$ cat src/rtl/hazard_pkg.sv
// Shared types for the hazard controller: scoreboard entry layout and depth.
package hazard_pkg;

    localparam int RAW_W    = 5;
    localparam int SB_DEPTH = 3;

    typedef struct packed {
        logic             valid;
        logic [RAW_W-1:0] rd;
        logic             is_load;
    } sb_entry_t;

    function automatic sb_entry_t sb_empty();
        sb_entry_t e;
        e = '0;
        return e;
    endfunction

endpackage

$ cat src/rtl/hazard_sb.sv
// Destination-register scoreboard shifting EX -> MEM -> WB; entry 0 is EX.
module hazard_sb
    import hazard_pkg::*;
(
    input  logic      clk,
    input  logic      rst,
    input  logic      hold,
    input  logic      drop,
    input  sb_entry_t ins,
    output sb_entry_t ex,
    output sb_entry_t mem,
    output sb_entry_t wb
);

    sb_entry_t sb [SB_DEPTH];

    always_ff @(posedge clk) begin
        if (rst) begin
            for (int i = 0; i < SB_DEPTH; i++) sb[i] <= sb_empty();
        end else if (!hold) begin
            for (int i = SB_DEPTH-1; i > 0; i--) sb[i] <= sb[i-1];
            sb[0] <= drop ? sb_empty() : ins;
        end
    end

    assign ex  = sb[0];
    assign mem = sb[1];
    assign wb  = sb[2];

endmodule

$ cat src/rtl/hazard_ctrl.sv
// Pipeline hazard controller: hold/bubble/flush generation plus stall counter.
// Define CFG_FWD_EN when the datapath has full EX/MEM/WB forwarding.
module hazard_ctrl
    import hazard_pkg::*;
#(
    parameter int RAW  = RAW_W,
    parameter int CNTW = 32
) (
    input  logic            clk,
    input  logic            rst,
    input  logic            i_id_valid,
    input  logic            i_id_rs_1_en,
    input  logic            i_id_rs_2_en,
    input  logic [RAW-1:0]  i_id_rs_1,
    input  logic [RAW-1:0]  i_id_rs_2,
    input  logic            i_id_rd_en,
    input  logic [RAW-1:0]  i_id_rd,
    input  logic            i_id_is_load,
    input  logic            i_ex_jump,
    input  logic            i_mem_busy,
    output logic            o_hold_if,
    output logic            o_hold_id,
    output logic            o_hold_back,
    output logic            o_bubble_ex,
    output logic            o_flush,
    output logic [CNTW-1:0] o_stall_cnt
);

    sb_entry_t sb_ex, sb_mem, sb_wb, sb_ins;
    logic      sb_hold, sb_drop;
    logic      hazard;
    logic [CNTW-1:0] cnt;

    // x0 is never a real producer, so an rd of zero can never match.
    function automatic logic src_match(sb_entry_t e, logic v, logic en_1, logic [RAW-1:0] rs_1,
                                       logic en_2, logic [RAW-1:0] rs_2);
        logic live;
        live = e.valid && (e.rd != '0);
        return v && live && ((en_1 && rs_1 == e.rd) || (en_2 && rs_2 == e.rd));
    endfunction

    logic m_ex, m_mem, m_wb;
    assign m_ex  = src_match(sb_ex,  i_id_valid, i_id_rs_1_en, i_id_rs_1, i_id_rs_2_en, i_id_rs_2);
    assign m_mem = src_match(sb_mem, i_id_valid, i_id_rs_1_en, i_id_rs_1, i_id_rs_2_en, i_id_rs_2);
    assign m_wb  = src_match(sb_wb,  i_id_valid, i_id_rs_1_en, i_id_rs_1, i_id_rs_2_en, i_id_rs_2);

`ifdef CFG_FWD_EN
    assign hazard = m_ex && sb_ex.is_load;
`else
    // WB counts too: the regfile write port is not bypassed to reads.
    assign hazard = m_ex || m_mem || m_wb;
`endif

    always_comb begin
        o_hold_if   = 1'b0;
        o_hold_id   = 1'b0;
        o_hold_back = 1'b0;
        o_bubble_ex = 1'b0;
        o_flush     = 1'b0;
        sb_hold     = 1'b0;
        sb_drop     = 1'b0;
        if (rst) begin
            o_flush = 1'b1;
        end else if (i_mem_busy) begin
            // EX is frozen too, so a pending jump reasserts once memory frees up.
            o_hold_if   = 1'b1;
            o_hold_id   = 1'b1;
            o_hold_back = 1'b1;
            sb_hold     = 1'b1;
        end else if (i_ex_jump) begin
            o_flush     = 1'b1;
            o_bubble_ex = 1'b1;
            sb_drop     = 1'b1;
        end else if (hazard) begin
            o_hold_if   = 1'b1;
            o_hold_id   = 1'b1;
            o_bubble_ex = 1'b1;
            sb_drop     = 1'b1;
        end
    end

    always_comb begin
        sb_ins         = sb_empty();
        sb_ins.valid   = i_id_valid && i_id_rd_en;
        sb_ins.rd      = i_id_rd;
        sb_ins.is_load = i_id_is_load;
    end

    hazard_sb u_sb (
        .clk  (clk),
        .rst  (rst),
        .hold (sb_hold),
        .drop (sb_drop),
        .ins  (sb_ins),
        .ex   (sb_ex),
        .mem  (sb_mem),
        .wb   (sb_wb)
    );

    always_ff @(posedge clk) begin
        if (rst)
            cnt <= '0;
        else if (!i_mem_busy && !i_ex_jump && hazard && cnt != '1)
            cnt <= cnt + 1'b1;
    end

    assign o_stall_cnt = cnt;

endmodule

$ cat config.mk
export PLATFORM = sky130hd
export DESIGN_NAME = hazard_ctrl
export DESIGN_NICKNAME = d
export VERILOG_FILES = /design/src/rtl/hazard_pkg.sv /design/src/rtl/hazard_sb.sv /design/src/rtl/hazard_ctrl.sv
export SDC_FILE = /design/constraint.sdc
export NUM_CORES = 1
export LEC_CHECK = 0
export ABC_AREA = 1
export CORE_UTILIZATION = 58
export DETAILED_ROUTE_END_ITERATION = 8
export HOLD_SLACK_MARGIN = 0.03
export PLACE_DENSITY = 0.86
export SYNTH_ARGS = -nofsm -noshare
export SYNTH_HDL_FRONTEND = slang
export SYNTH_SLANG_ARGS = --single-unit
$ cat constraint.sdc
create_clock -name clk -period 4.9 [get_ports clk]
set_input_delay 0.98 -clock clk [delete_from_list [all_inputs] [get_ports clk]]
set_output_delay 0.98 -clock clk [all_outputs]
set_load 0.1 [all_outputs]
-- Word-level counts from Yosys, hierarchy flattened
Memories as Yosys holds them, arrays and structs flattened.
Cells that the tools add are included.
- ROM bits: 0
- memories kept: 1
- output and inout port bits: 37
- RAM bits: 21
- latch bits: 0
- flip-flop bits (word level): 32
- mux-type cells: 21
- $lt $le $gt $ge: 0
- $mul: 0
- reduce and logical (&&, ||, !) cells: 29
- equal/unequal tests: 7
- bitwise logic cells: 3
- shifts and indexed selects: 0
- divide/modulo/power cells: 0
- $add $sub $neg: 1
- memories (memory ; words ; bits a word ; rd ports ; clocked after memory_dff ; write ports ; line ; source):
    u_sb.sb ; 3 ; 7 ; 3 ; 0 ; 3 ; hazard_sb.sv:15 ; sb_entry_t sb [SB_DEPTH];
- operators with widths (cell ; number):
    32-bit by 1-bit adder with 32-bit output (second input constant) ; 1
    32-bit != test (second input constant) ; 1
    5-bit == test ; 6
    7-bit two-way mux ; 4
    1-bit logical AND ; 19
    1-bit two-way mux ; 17
    5-bit nonzero test ; 3
    1-bit logical OR ; 5
    1-bit OR ; 3
    1-bit zero test ; 2

-- Logic depth before layout (Yosys ltp)
Gate-level depths: netlist of the first run.
- word-level depth: 12
- depth in mapped cells: 13
- depth with buffers taken out: 12

-- By module
Synthesis of the first run repeated with hierarchy kept, for this count alone.
- cells, all modules: 580
- area, all modules: 3619.7 um^2
- modules (own cells, without submodules) (module ; cells an instance ; instances ; area an instance (um^2)):
    hazard_ctrl ; 510 ; 1 ; 2765.2
    hazard_sb ; 70 ; 1 ; 854.6

-- Worst setup path after synthesis of the first run
Ideal clock, no wire load.
- path kind: input to output
- start point: input rst
- end point: output o_hold_if
- path buffers: 2
- setup slack: -0.606 ns
- arrival: 4.526 ns
- data required time: 3.920 ns
- cell stages on the path: 5
- cells stage by stage: clkbuf_1 > nor2_1 > inv_1 > nand2_1 > buf_4
- cells in the longest elaborated chain, start to end: 1
- ends and longest elaborated chain (item ; line ; source):
    from (decl) ; hazard_ctrl.sv:10 ; input logic rst,
    1-bit two-way mux ; -- ;
    to (decl) ; hazard_ctrl.sv:21 ; output logic o_hold_if,
No other way between the ends.

-- Final worst setup path of the first run
- start point: input i_id_rs_2[3]
- end point: output o_hold_if
- cells in the longest elaborated chain, start to end: 10
- elaborated cells on any way between the ends: 18
- ends and longest elaborated chain (item ; line ; source):
    from (decl) ; hazard_ctrl.sv:15 ; input logic [RAW-1:0] i_id_rs_2,
    5-bit == test ; hazard_ctrl.sv:39 ; return v && live && ((en_1 && rs_1 == e.rd) || (en_2 && rs_2 == e.rd));
    1-bit logical AND ; hazard_ctrl.sv:39 ;
    1-bit logical OR ; hazard_ctrl.sv:39 ;
    1-bit logical AND ; hazard_ctrl.sv:39 ;
    1-bit logical OR ; hazard_ctrl.sv:51 ; assign hazard = m_ex || m_mem || m_wb;
    1-bit logical OR * ; hazard_ctrl.sv:51 ;
    1-bit two-way mux * ; hazard_ctrl.sv:74 ; end else if (hazard) begin
    1-bit two-way mux * ; hazard_ctrl.sv:70 ; end else if (i_ex_jump) begin
    1-bit two-way mux * ; hazard_ctrl.sv:64 ; end else if (i_mem_busy) begin
    1-bit two-way mux * ; hazard_ctrl.sv:62 ; if (rst) begin
Mark *: on every way between the ends. The rest lies on a longest branch, timed or not.

==> out/results.ini, run 1 <==
[synthesis]
synth_cell_types=31
synthTopCellsByArea=dfxtp_1, nand2_1, edfxtp_1, nor2_1, inv_1
synth.avg_cell_area_um2=6.050
ys_ff_latch=50
syn_inst=582
seq_area_frac_synth=0.3355
synth_top_area_share=0.1819
synth_area_um2=3521
yosysWarningCount=0
syn-num-nets=607
synth_top_area_cell=dfxtp_1

[clocking]
cts_buffers=5
htreeDepth=2
cts_setup_buffers=0
clock_latency_ps=310
cts.clk_slew.worst_paths_ps=100
max-clock-path-buffers=2
ctsHoldBuffers=0
cts.sinks=50
cts-root-buf=clkbuf_8
cts_tree=yes
postCtsResizedCells=0

[floorplan]
std_cell_rows=28
initial_core_util=0.5982
die_w_um=79.92
die_area_um2=6386
ioPinCount=61
core_um2=5886
fp.dieH_um=79.92

[detailed_routing]
remaining_drc_errors=0
dr.pass1.iters=5
totalWireLength_um=9662
wl_per_cell_um=13.61
avgViaCountPerCell=5.328
first_iter_violations=276
ant_nets=0
vias=3783

[finish]
fillers=526
fin_cells=710
final_nets=659
fin_util=0.7332
final_area_um2=4315
drive_gt1_frac=0.05669
antenna_cells=0
synthToLayoutAreaGrowth_pct=22.57

[grt]
grt_max_degree=59
overflow=0
grt_usage=0.3133
antenna_found_initial=0
first_global_vias=3403
grt_pass1_wl_um=15640

[sta]
final_hold_viol_count=0
setup_viol=0
worst_slack_ps=1128
slew_violations=0
worst_pin_slew_ps=1016
slew_headroom=0.3208
clock.fmax_mhz=265.1
rsz0062_at_grt=false
fin_crit_ps=3772
finalClockSkew_ps=10.14
setup_tns_ps=0
fin_crit_sh=0.7697

[power]
vdd_ir_drop_max_mv=0.1678
p_leak_nw=1.922
power.density_nw_per_um2=214.5

[placement]
dp_cells=702
placed_area_um2=4183
place_ws_ps=1180
finalWeightedCongestion=0.9146
dpl.hpwl_um=7068
portBuffers=59

[setup_path]
start_kind=primary input
crit_required_ps=3920
critPathMaxFanout=4
critical_path_class=primary input to primary output
cp.arrival_ps=2790
end_kind=primary output

[worst_hold_path]
hold_path_class=register to register

[run]
maxCapViolations=0

[run_status]
status=complete, no violations

synthesized netlist by cell type:
library cell,n
nor2_1,116
xor2_1,3
buf_4,2
nand3_4,2
nor2_2,4
a21oi_1,1
nand2_1,170
buf_1,1
nand2_4,1
edfxtp_1,18
dfxtp_1,32
o21ai_1,3
inv_2,1
nand3_2,1
nand3b_1,1
clkbuf_1,9
clkinv_1,2
o21ai_0,3
inv_1,91
nor2_4,4
or2_1,1
nand4_1,35
nor3_1,8
and3_1,2
buf_6,2
nor4_1,1
buf_2,5
ha_1,1
nand3b_2,1
nand2_2,4
nand3_1,57
worst max-delay path: stages:
cell and delay, ps:
clkdlybuf4s50_1 610, inv_1 110, nand2_1 80, nand2_1 60, nor2_1 90, nand3_1 70
nand2_1 110, nand2_1 80, nand3_2 110, nand3_1 80, nand2_1 190, buf_12 210
per-layer routing:
layer / vias to the layer above / GRT usage / wire length [µm]
li1: 1925 / - / -
met1: 1710 / 0.4288 / 4457
met4: 0 / 0.07143 / 100
met5: - / 0 / 0
met3: 15 / 0.06400 / 658
met2: 133 / 0.5051 / 4446
area by class of cell:
| class | count | area (µm²) | area share |
|---|---|---|---|
| clock buffers | 5 | 68.82 | 0.01595 |
| clock inverters | 3 | 63.81 | 0.01479 |
| inverters | 94 | 352.8 | 0.08176 |
| multi-input cells | 419 | 1889 | 0.4378 |
| flip-flops and latches | 50 | 1181 | 0.2737 |
| well taps | 75 | 93.84 | 0.02175 |
| repair buffers | 64 | 665.6 | 0.1542 |
stage by stage:
| step | hold WS, ps | power [W] |
|---|---|---|
| final | 552.5 | 0.0009257 |
| after detailed placement | 539.0 | 0.0005876 |
| after global placement | 531.7 | 0.0005851 |
| after global routing | 583.7 | 0.0009611 |
| after CTS | 555.4 | 0.0009269 |
| after floorplan | 545.4 | 0.0005364 |
report_power, final:
group	switching [W]	internal, W
logic	0.0000871	0.0000452
clock network	0.000143	0.000202
registers	0.00000903	0.000439
cell usage in the layout (no fill, tap or decap):
cell,synthesis,layout
o21ai_1,3,3
nand4_1,35,35
and3_1,2,2
a21oi_1,1,1
dfxtp_1,32,32
nand3b_2,1,1
nand3_1,57,57
or2_1,1,1
buf_12,0,4
xor2_1,3,3
edfxtp_1,18,18
nor2_2,4,5
nand3_2,1,1
nand3b_1,1,1
nand2_4,1,1
clkdlybuf4s50_1,0,54
clkinv_1,2,3
nand2_2,4,4
o21ai_0,3,3
nand3_4,2,2
nor2_1,116,115
nor2_4,4,4
clkbuf_8,0,5
nor3_1,8,8
ha_1,1,1
inv_1,91,91
buf_4,2,6
inv_2,1,1
nor4_1,1,1
bufinv_16,0,2
nand2_1,170,170
kinds of logic (layout without fill, tap and decap cells):
family	after synthesis	after routing	share of synthesized area
AOI/OAI and AO/OA	7	7	0.009946
buffers and inverters	113	166	0.1286
and+or+nand+nor	408	408	0.5149
DFF	50	50	0.3355
xor gates and xnor gates	3	3	0.007464
adders and majority gates	1	1	0.003553
sequential cells by signal, summed over array words and instances, names as in the netlist:
register and count:
o_stall_cnt 32, u_sb.sb 18
final timing paths:
| path | startpoint | to | slack [ps] | depth (start not counted) |
|---|---|---|---|---|
| worst max-delay path | i_id_rs_2[3] | o_hold_if | 1130 | 12 |
| worst min-delay path | o_stall_cnt[31] | o_stall_cnt[31] | 550 | 4 |
| worst max register to register | u_sb.sb[0][1] | o_stall_cnt[1] | 2690 | 13 |
| worst min register to register | o_stall_cnt[31] | o_stall_cnt[31] | 550 | 4 |
Note: power is estimated with default switching activity, not from simulation.
==> inputs of run 2 (changes only) <==
CORE_UTILIZATION = 54   (was 58)
PLACE_DENSITY = 0.81   (was 0.86)
clock period = 3.7 ns   (was 4.9 ns; I/O delays follow)
==> run 2 against run 1 <==
Compared with the run above:
- via count increased by 0.61%
- die area up 7.2%
- cell count is 0.42% higher
- cell area up 0.23%
- global-route usage fell by 2.9 points
- clock skew is 1.2 ps lower
- total power increased by 27%
==> out/results.ini, run 2 (synthesis results as in run 1) <==
[placement]
dp_cells=705  ; was 702
dpl.hpwl_um=7138  ; was 7068 µm
finalWeightedCongestion=0.9173  ; was 0.9146
portBuffers=59  ; unchanged
place_ws_ps=540.4  ; was 1180 ps
placed_area_um2=4213  ; was 4183 µm²

[grt]
grt_max_degree=59  ; unchanged
grt_usage=0.2842  ; was 0.3133
grt_pass1_wl_um=14680  ; was 15,640 µm
overflow=0  ; unchanged
antenna_found_initial=0  ; unchanged
first_global_vias=3060  ; was 3,403

[setup_path]
worst-path-stages=12  ; unchanged
ff2ff_path_depth=12  ; was 13
crit_chain=clkdlybuf4s50_1 -> inv_1 -> nand2_1 -> nand2_1 -> nor2_1 -> nand3_1 -> nand2_1 -> nand2_1 -> nand3_2 -> nand3_1 -> nand2_2 -> buf_12  ; was clkdlybuf4s50_1 -> inv_1 -> nand2_1 -> nand2_1 -> nor2_1 -> nand3_1 -> nand2_1 -> nand2_1 -> nand3_2 -> nand3_1 -> nand2_1 -> buf_12
reg2reg_from=u_sb.sb[0][9]  ; was u_sb.sb[0][1]
startpoint=i_id_rs_1[4]  ; was i_id_rs_2[3]
end_kind=primary output  ; unchanged
timing.critical_path.mode_cell=nand2_1  ; unchanged
endpoint=o_hold_if  ; unchanged
crit_required_ps=2960  ; was 3920 ps
crit_buf_inv=3  ; unchanged
r2r-end=o_stall_cnt[1]  ; unchanged
critical_path_class=primary input to primary output  ; unchanged
critPathMaxFanout=5  ; was 4
crit_family=simple AND/OR/NAND/NOR gates  ; was buffers and inverters
start_kind=primary input  ; unchanged
slowest_stage=clkdlybuf4s50_1  ; unchanged
cp.arrival_ps=2480  ; was 2790 ps
critPathMaxStageDelay_ps=580  ; was 610 ps
r2r_slack_ps=1580  ; was 2690 ps

[sta]
worst_slack_ps=483.7  ; was 1128 ps
rsz0062_at_grt=false  ; unchanged
clock.fmax_mhz=310.9
worst_pin_slew_ps=979.0  ; was 1016 ps
setup_tns_ps=0  ; unchanged
finalClockSkew_ps=8.973  ; was 10.14 ps
slew_headroom=0.3453  ; was 0.3208
fin_crit_sh=0.8693
final_hold_viol_count=0  ; unchanged
fin_crit_ps=3216
slew_violations=0  ; unchanged
setup_viol=0  ; unchanged

[finish]
regArea_um2=1181  ; unchanged
synthToLayoutAreaGrowth_pct=22.85  ; was 22.57%
fin_cells=713  ; was 710
multi_input_area_um2=1897  ; was 1889 µm²
fin_util=0.6851  ; was 0.7332
drive_gt1_frac=0.06132  ; was 0.05669
layout_common_cells=nand2_1, nor2_1, inv_1, nand3_1, clkdlybuf4s50_1  ; unchanged
final_common_cell=nand2_1  ; unchanged
final_area_um2=4325  ; was 4315 µm²
largest_reg_flops=32  ; unchanged
antenna_cells=0  ; unchanged
final_nets=660  ; was 659
fillers=596  ; was 526

[detailed_routing]
ant_nets=0  ; unchanged
wl_per_cell_um=13.43  ; was 13.61 µm
avgViaCountPerCell=5.338  ; was 5.328
remaining_drc_errors=0  ; unchanged
first_iter_violations=320  ; was 276
totalWireLength_um=9575  ; was 9662 µm
dr.pass1.iters=5  ; unchanged
vias=3806  ; was 3,783

[floorplan]
ioPinCount=61  ; unchanged
std_cell_rows=29  ; was 28
initial_core_util=0.5577  ; was 0.5982
die_area_um2=6847  ; was 6386 µm²
core_um2=6314  ; was 5886 µm²
fp.dieH_um=82.75  ; was 79.92 µm
die_w_um=82.75  ; was 79.92 µm

[power]
vdd_ir_drop_max_mv=0.1814  ; was 0.1678 mV
p_leak_nw=1.923  ; was 1.922 nW
power.density_nw_per_um2=272.4  ; was 214.5 nW/µm²

[clocking]
htreeDepth=2  ; unchanged
cts_buffers=5  ; unchanged
cts-root-buf=clkbuf_8  ; unchanged
cts.sinks=50  ; unchanged
ctsHoldBuffers=0  ; unchanged
cts_setup_buffers=0  ; unchanged
cts.clk_slew.worst_paths_ps=100  ; about the same
max-clock-path-buffers=2  ; unchanged
clock_latency_ps=310  ; about the same
cts_tree=yes  ; unchanged
postCtsResizedCells=0  ; unchanged

[run_status]
status=complete, no violations  ; unchanged

[worst_hold_path]
hold_path_class=register to register  ; unchanged

[run]
maxCapViolations=0  ; unchanged

run 2: cell count changes in the layout (fill, tap and decap cells not counted), sizes merged:
cell / change
inv: +1
buf: +1
bufinv: -1
run 2: cell type report:
type	count	area share
clock inverter	3	0.01012
inverter	94	0.08157
clock buffer	5	0.01591
timing repair buffer	65	0.1585
sequential	50	0.2731
tap	77	0.02227
multi-input combinational	419	0.4385
run 2: how the worst min path moves through the flow:
stage | endpoint | start | depth (start not counted)
2_1_floorplan | u_sb.sb[0][13] | u_sb.sb[0][6] | 2
3_3_place_gp | o_stall_cnt[31] | o_stall_cnt[31] | 4
3_5_place_dp | o_stall_cnt[26] | o_stall_cnt[26] | 3
4_1_cts | o_stall_cnt[1] | o_stall_cnt[1] | 4
5_1_grt | o_stall_cnt[27] | o_stall_cnt[27] | 4
6_report | o_stall_cnt[31] | o_stall_cnt[31] | 4
run 2: metal layers:
layer	wire, µm	GRT usage	up-vias	share of wire
met5	0	0	-	0
met1	4545	0.4189	1732	0.47
met4	94	0.05690	0	0.0098
met3	617	0.03626	11	0.064
met2	4316	0.4418	139	0.45
li1	-	-	1924	-
run 2: power by group:
group	total (W)	internal (W)	switching (W)
Combinational	0.000178	0.0000624	0.000115
Clock	0.000407	0.000203	0.000203
Sequential	0.000594	0.000582	0.0000119
Total	0.00118	0.000848	0.000331
run 2: per-stage QoR:
stage | hold slack [ps] | total power (W)
finish | 565.7 | 0.001178
global route | 600.1 | 0.001217
detailed placement | 550.8 | 0.0007820
CTS | 565.4 | 0.001180
floorplan | 545.4 | 0.0007113
global placement | 539.2 | 0.0007803
run 2: worst reg2reg max path: cells and delay by family, from the launching register on:
kind,cells,cell delay [ps]
and+or+nand+nor,11,1080
DFF,1,510
buffers and inverters,1,470
==> inputs of run 3 (changes only) <==
MAX_ROUTING_LAYER = met4   (was not set)
clock period = 3.5 ns   (was 3.7 ns; I/O delays follow)
==> run 3 against run 2 <==
Compared with the run above:
- clock skew shrank 5.0 ps
- count of clock-buffer cells in the layout is the same
- sequential power grew 5.6%
- largest cell class unchanged
- die area is the same
- worst hold slack lost 5.9 ps
- routed wire length shrank 2.6%
- global-route usage grew 0.26 points
- critical path type unchanged
- non-clock buffer count is the same
- total power grew 5.0%
- cell area shrank 0.64%
- critical endpoint unchanged
==> out/results.ini, run 3 (synthesis results as in run 1) <==
[run_status]
status=complete, no violations  ; unchanged

[finish]
drive_gt1_frac=0.07862  ; was 0.06132
final_common_cell=nand2_1  ; unchanged
synthToLayoutAreaGrowth_pct=22.07  ; was 22.85%
fin_util=0.6807  ; was 0.6851
largest_reg_flops=32  ; unchanged
final_nets=660  ; unchanged
layout_common_cells=nand2_1, nor2_1, inv_1, nand3_1, clkdlybuf4s50_1  ; unchanged
antenna_cells=0  ; unchanged

[detailed_routing]
avgViaCountPerCell=5.252  ; was 5.338
first_iter_violations=274  ; was 320
totalWireLength_um=9326  ; was 9575 µm
vias=3745  ; was 3,806
dr.pass1.iters=5  ; unchanged
wl_per_cell_um=13.08  ; was 13.43 µm
ant_nets=0  ; unchanged
remaining_drc_errors=0  ; unchanged

[placement]
place_ws_ps=392.2  ; was 540.4 ps
portBuffers=59  ; unchanged
finalWeightedCongestion=0.9261  ; was 0.9173
dpl.hpwl_um=7015  ; was 7138 µm

[grt]
grt_usage=0.2868  ; was 0.2842
grt_pass1_wl_um=14520  ; was 14,680 µm
first_global_vias=3156  ; was 3,060
antenna_found_initial=0  ; unchanged
grt_max_degree=59  ; unchanged
overflow=0  ; unchanged

[sta]
rsz0062_at_grt=false  ; unchanged
clock.fmax_mhz=319.6
setup_tns_ps=0  ; unchanged
setup_viol=0  ; unchanged
fin_crit_ps=3129
finalClockSkew_ps=4.021  ; was 8.973 ps
slew_headroom=0.3495  ; was 0.3453
worst_pin_slew_ps=972.7  ; was 979.0 ps
slew_violations=0  ; unchanged
worst_slack_ps=371.0  ; was 483.7 ps
final_hold_viol_count=0  ; unchanged
fin_crit_sh=0.8940

[clocking]
cts.clk_slew.worst_paths_ps=100  ; about the same
cts.sinks=50  ; unchanged
cts-root-buf=clkbuf_8  ; unchanged
cts_setup_buffers=0  ; unchanged
htreeDepth=2  ; unchanged
cts_buffers=5  ; unchanged
cts_tree=yes  ; unchanged
postCtsResizedCells=0  ; unchanged
ctsHoldBuffers=0  ; unchanged
clock_latency_ps=310  ; about the same
max-clock-path-buffers=2  ; unchanged

[worst_hold_path]
hold_path_class=register to register  ; unchanged

[floorplan]
die_area_um2=6847  ; unchanged
core_um2=6314  ; unchanged
ioPinCount=61  ; unchanged
std_cell_rows=29  ; unchanged
fp.dieH_um=82.75  ; unchanged
die_w_um=82.75  ; unchanged
initial_core_util=0.5577  ; unchanged

[power]
vdd_ir_drop_max_mv=0.1688  ; was 0.1814 mV
p_leak_nw=1.946  ; was 1.923 nW
power.density_nw_per_um2=287.8  ; was 272.4 nW/µm²

[setup_path]
critPathMaxFanout=4  ; was 5
cp.arrival_ps=2430  ; was 2480 ps
start_kind=primary input  ; unchanged
end_kind=primary output  ; unchanged
critical_path_class=primary input to primary output  ; unchanged
crit_required_ps=2800  ; was 2960 ps

[run]
maxCapViolations=0  ; unchanged

-- run 3: critical path, cell delays in order --
cell and delay, ps:
clkdlybuf4s50_1 560, inv_1 110, nand2_1 80, nand2_1 50, nor2_1 100, nand3_1 80
nand2_1 110, nand2_1 80, nand3_2 100, nand3_1 130, nand2_2 150, buf_12 180
-- run 3: path summary, 6_finish.rpt --
kind | startpoint | to | slack, ps | depth (start not counted)
hold reg to reg | o_stall_cnt[31] | o_stall_cnt[31] | 560 | 4
setup reg to reg | u_sb.sb[0][12] | o_stall_cnt[17] | 1430 | 12
hold / removal | o_stall_cnt[31] | o_stall_cnt[31] | 560 | 4
setup / recovery | i_id_rs_1[0] | o_hold_if | 370 | 12
-- run 3: layout make-up --
type,count,area [µm²]
fill,587,2016
multi-input combinational,419,1897
sequential,50,1181
timing repair buffer,65,658.1
inverter,94,352.8
tap,77,96.34
clock buffer,5,68.82
clock inverter,3,43.79
-- run 3: where the power goes --
part | switching, W | internal [W]
registers | 0.0000118 | 0.000615
logic | 0.000121 | 0.0000659
clock network | 0.000209 | 0.000215
total | 0.000342 | 0.000896
-- run 3: routing by layer --
layer  share of wire  vias up  global-route usage
met3           0.056       10             0.04176
met2            0.44      110              0.4434
met5               0        -                   -
met1            0.50     1698              0.3997
li1                -     1927                   -
met4          0.0098        0             0.05345
-- run 3: per-stage QoR --
step	hold WS, ps	instance area (µm²)	power [W]	cells
5_1_grt	590.5	4298	0.001280	713
6_report	559.8	4298	0.001237	713
3_3_place_gp	539.1	4185	0.0008236	705
4_1_cts	558.6	4298	0.001240	713
3_5_place_dp	542.7	4185	0.0008248	705
2_1_floorplan	545.4	3531	0.0007520	582
